<file path="src/rtl/seq_fixed_point_div.sv">
// Multi-cycle signed fixed-point divider for Q(WOI).(WOF) operands.
// Restoring shift-subtract, one quotient bit per cycle, valid/ready on both sides.
// The quotient carries one extra fraction bit so the result can be rounded
// half-up (away from zero) or truncated, then saturated like the converter.
module seq_fixed_point_div #(
    parameter int WOI   = 8,
    parameter int WOF   = 8,
    parameter int ROUND = 1
) (
    input  logic                 clk,
    input  logic                 rst,
    input  logic                 in_valid,
    output logic                 in_ready,
    input  logic [WOI+WOF-1:0]   in_a,
    input  logic [WOI+WOF-1:0]   in_b,
    output logic                 out_valid,
    input  logic                 out_ready,
    output logic [WOI+WOF-1:0]   out,
    output logic                 overflow
);

    localparam int W    = WOI + WOF;
    localparam int QW   = W + WOF + 1;
    localparam int CW   = $clog2(QW);
    localparam logic [CW-1:0] LAST_ITER = CW'(QW - 1);
    localparam logic [QW:0]   RND_INC   = (ROUND != 0) ? (QW+1)'(1) : '0;

    typedef enum logic [1:0] {IDLE, DIV, FIX, DONE} state_t;

    state_t          state_q, state_d;
    logic            sign_q, sign_d;
    logic            dbz_q, dbz_d;
    logic [W-1:0]    b_mag_q, b_mag_d;
    logic [W:0]      rem_q, rem_d;
    logic [QW-1:0]   quo_q, quo_d;
    logic [CW-1:0]   cnt_q, cnt_d;
    logic [W-1:0]    out_q, out_d;
    logic            ovf_q, ovf_d;

    logic [W-1:0]    a_mag;
    logic [W-1:0]    b_mag;
    logic            b_zero;
    logic [W+1:0]    trial;
    logic            trial_ge;
    logic [QW:0]     qf_ext;
    logic [QW:0]     m_full;
    logic            mag_big;
    logic [W-1:0]    sat_val;

    // Operand magnitudes, restoring step and rounding/saturation datapath
    always_comb begin
        a_mag    = in_a[W-1] ? (~in_a + 1'b1) : in_a;
        b_mag    = in_b[W-1] ? (~in_b + 1'b1) : in_b;
        b_zero   = (in_b == '0);
        trial    = {rem_q, quo_q[QW-1]};
        trial_ge = (trial >= {2'b00, b_mag_q});
        qf_ext   = {1'b0, quo_q} + RND_INC;
        m_full   = qf_ext >> 1;
        mag_big  = |m_full[QW:W-1];
        sat_val  = sign_q ? {1'b1, {(W-1){1'b0}}} : {1'b0, {(W-1){1'b1}}};
    end

    // Next-state and datapath updates for the IDLE/DIV/FIX/DONE sequence
    always_comb begin
        state_d = state_q;
        sign_d  = sign_q;
        dbz_d   = dbz_q;
        b_mag_d = b_mag_q;
        rem_d   = rem_q;
        quo_d   = quo_q;
        cnt_d   = cnt_q;
        out_d   = out_q;
        ovf_d   = ovf_q;
        case (state_q)
            IDLE: begin
                if (in_valid) begin
                    sign_d  = b_zero ? in_a[W-1] : (in_a[W-1] ^ in_b[W-1]);
                    dbz_d   = b_zero;
                    b_mag_d = b_mag;
                    rem_d   = '0;
                    quo_d   = {a_mag, {(WOF+1){1'b0}}};
                    cnt_d   = '0;
                    state_d = b_zero ? FIX : DIV;
                end
            end
            DIV: begin
                rem_d = trial_ge ? (W+1)'(trial - {2'b00, b_mag_q}) : (W+1)'(trial);
                quo_d = {quo_q[QW-2:0], trial_ge};
                if (cnt_q == LAST_ITER) begin
                    cnt_d   = '0;
                    state_d = FIX;
                end else begin
                    cnt_d = cnt_q + CW'(1);
                end
            end
            FIX: begin
                ovf_d = dbz_q | mag_big;
                if (dbz_q || mag_big) begin
                    out_d = sat_val;
                end else begin
                    out_d = sign_q ? (~m_full[W-1:0] + 1'b1) : m_full[W-1:0];
                end
                state_d = DONE;
            end
            DONE: begin
                if (out_ready) begin
                    state_d = IDLE;
                end
            end
            default: state_d = IDLE;
        endcase
    end

    // State and datapath registers; reset abandons any division in flight
    always_ff @(posedge clk or posedge rst) begin
        if (rst) begin
            state_q <= IDLE;
            sign_q  <= 1'b0;
            dbz_q   <= 1'b0;
            b_mag_q <= '0;
            rem_q   <= '0;
            quo_q   <= '0;
            cnt_q   <= '0;
            out_q   <= '0;
            ovf_q   <= 1'b0;
        end else begin
            state_q <= state_d;
            sign_q  <= sign_d;
            dbz_q   <= dbz_d;
            b_mag_q <= b_mag_d;
            rem_q   <= rem_d;
            quo_q   <= quo_d;
            cnt_q   <= cnt_d;
            out_q   <= out_d;
            ovf_q   <= ovf_d;
        end
    end

    // Handshake flags decode the registered state only
    always_comb begin
        in_ready  = (state_q == IDLE);
        out_valid = (state_q == DONE);
        out       = out_q;
        overflow  = ovf_q;
    end

endmodule

</file>
<file path="config.mk">
export PLATFORM = sky130hd
export DESIGN_NAME = seq_fixed_point_div
export DESIGN_NICKNAME = d
export VERILOG_FILES = /design/src/rtl/seq_fixed_point_div.sv
export SDC_FILE = /design/constraint.sdc
export NUM_CORES = 1
export LEC_CHECK = 0
export ABC_AREA = 1
export CAP_MARGIN = 20
export CORE_UTILIZATION = 55
export CTS_BUF_LIST = sky130_fd_sc_hd__clkbuf_8
export CTS_CLUSTER_DIAMETER = 30
export DETAILED_ROUTE_END_ITERATION = 7
export GPL_TIMING_DRIVEN = 0
export PLACE_DENSITY = 0.76
export SLEW_MARGIN = 20
export SYNTH_ARGS = -nofsm -noshare
export SYNTH_HDL_FRONTEND = slang
export SYNTH_SLANG_ARGS = --single-unit
</file>
<file path="constraint.sdc">
create_clock -name clk -period 7 [get_ports clk]
set_input_delay 1.4 -clock clk [delete_from_list [all_inputs] [get_ports clk]]
set_output_delay 1.4 -clock clk [all_outputs]
set_load 0.05 [all_outputs]
</file>
==> run metrics <==
RSZ-0062 raised after global routing=no; via-per-instance ratio=5.32; CTS resizes=0; drt total wl=approximately 17 mm; CTS tree=built; Syn Nets=1074; die span in x=111 µm; status=finished, violations left; GRT overflow=0; compound-cell area share of the yosys netlist=0.116; root buf cell=clkbuf_8; row cnt=39; post-synthesis sequential area ratio=0.320; Synth Flop Type=dfrtp_1; largest family of logic cells by synthesized area=simple AND/OR/NAND/NOR gates; clk_skew=0.0167 ns; number of global-route vias before repair=6216; relative slew slack=0.412; Async SR Flop Fraction=1.00; P_leak=3.72 nW; first-pass GRT wire length=28.6 mm; Core Util, Final=0.648; Post-Synth XOR/XNOR Area=0.0521; Iter 0 DRT Violations=394; commonest non-fill, non-tap cell in the layout=nand2_1; # hold bufs at CTS=0; Worst EP arrival=around 2.1 ns; Layout Nets=1140; overall routing resource usage=0.288; Die Y=111 µm; Syn-to-layout area delta=13.8%; Max Clock Freq=286 MHz; Final setup viols=0; Final ANT Viol Nets=0; number of synthesized register bits=between 80 and 90; yosys warns=0; clock buffer depth=2; antenna cells=0; CP Launch Type=register; vias post-DR=6506; multi-input logic area=3830 µm²; Post-Synth Simple-Gate Area=0.364; Post-Synth Adder-Cell Area=0.0526; fin crit share=0.499; largest net degree at the start of global routing=46; Post-route DRC=10; Worst Tran Pin Value=just under 0.9 ns; Initial Util=0.570; synth unique cells=42; Worst-Skew Late Latency=0.39 ns; syn avg cell area=6.49 µm²; I/O pins=55; VDD IR-drop max=0.303 mV; post-CTS setup buffers=0; Syn Inst Count=around 1000; gpl congestion=between 0.9 and 1; Critical Path Sink Type=output pin; Mapped Area=6560 µm²; fillcell total=1102; Crit Path Category=reg2out; routed length per instance=13.5 µm; pwr dens=479 nW/µm²; layout cell share with drive strength beyond 1=0.0472; CTS HTree Levels=3; worst path required time=5.60 ns; initial antenna violation count=0; dpl hpwl=13.0 mm; post-route setup TNS=0 ns; max-cap violations=0; crit-path max FO=7; failing checks=design-rule violations; Clock transition at path regs=~0.08 ns; min Tclk post-route=3.49 ns; Placeable Area=11500 µm²; CTS Sinks=84; most frequent cells in the layout=343 x nand2_1, 127 x inv_1, 88 x nor2_1; mux contribution to synthesized area=0; DRT Pass-1 Iters=8; HP Class=reg2reg; total die area=12400 µm²; CTS Buf Count=9; IO buf count=54; Fin. Hold Viols=0; Slew Viols, Final=0; Post-synth EDFFs=0; register cell area after layout=2100 µm²
where the power goes:
group,switching (W),internal [W]
sequential,0.000190,0.000704
combinational,0.00154,0.000837
clock,0.000184,0.000124
total,0.00191,0.00167
per-stage QoR:
| stage | hold slack (ns) | cells | cell area, µm² | setup WS [ns] | power, W |
|---|---|---|---|---|---|
| 6_report | 0.484 | 1224 | 7470 | 3.51 | 0.00358 |
| 4_1_cts | 0.489 | 1224 | 7470 | 3.48 | 0.00358 |
| 3_5_place_dp | 0.465 | 1209 | 7310 | 3.11 | 0.00326 |
| 2_1_floorplan | 0.450 | 1011 | 6560 | 3.43 | 0.00266 |
| 3_3_place_gp | 0.462 | 1208 | 7280 | 2.09 | 0.00323 |
| 5_1_grt | 0.507 | 1224 | 7470 | 3.25 | 0.00395 |
critical path, stage by stage (launching register included):
cell	delay, ns
dfrtp_1	0.40
inv_1	0.11
ha_1	0.34
clkdlybuf4s50_1	0.86
routing by layer:
layer,routed length (µm),track usage,share of wire
met5,0,0,0
met4,270,0.0991,0.016
met2,8090,0.518,0.49
met1,7460,0.357,0.45
met3,679,0.0323,0.041
registers in the layout, indices dropped and copies added, names as in the netlist:
name / count
quo_q: 25
sign_q: 1
rem_q: 17
out: 16
dbz_q: 1
cnt_q: 5
state_q: 2
overflow: 1
b_mag_q: 16
cell families after synthesis:
logic type | after synthesis
xor gates and xnor gates | 39
buffers and inverters | 159
and+or+nand+nor | 564
DFF | 84
AOI/OAI and AO/OA | 138
adders and majority gates | 27
cell usage after synthesis, drive strengths merged (3+ instances only):
cell / n / share of area
dfrtp: 84 / 0.32
nor2: 102 / 0.067
nor3: 14 / 0.011
nand2: 348 / 0.20
a21oi: 37 / 0.029
o211ai: 9 / 0.010
xnor2: 13 / 0.017
o21ai: 71 / 0.054
inv: 129 / 0.074
o22ai: 9 / 0.0086
clkinv: 3 / 0.0017
or2: 3 / 0.0029
nand4: 15 / 0.014
xor2: 26 / 0.035
clkbuf: 17 / 0.0097
o31ai: 3 / 0.0034
ha: 26 / 0.050
buf: 10 / 0.010
nand3: 74 / 0.059
nand3b: 4 / 0.0046
cell type report:
type	count	area share
multi-input cells	768	0.513
flip-flops and latches	84	0.282
repair buffers	55	0.0761
inverters	132	0.0667
well taps	143	0.0240
plain buffers	27	0.0176
clock buffers	9	0.0166
clock inverters	6	0.00452
worst paths after layout:
kind	to	slack [ns]	cells past startpoint	startpoint
worst max-delay path	in_ready	3.51	3	state_q[0]$_DFFE_PP0P_
worst min-delay path	out[10]$_DFFE_PP0P_	0.48	2	out[10]$_DFFE_PP0P_
worst max register to register	rem_q[2]$_DFFE_PP0P_	4.08	15	quo_q[24]$_DFFE_PP0P_
worst min register to register	out[10]$_DFFE_PP0P_	0.48	2	out[10]$_DFFE_PP0P_
max in group asynchronous	quo_q[13]$_DFFE_PP0P_	4.99	3	rst
min in group asynchronous	out[11]$_DFFE_PP0P_	1.41	2	rst
Note: power is estimated with default switching activity, not from simulation.
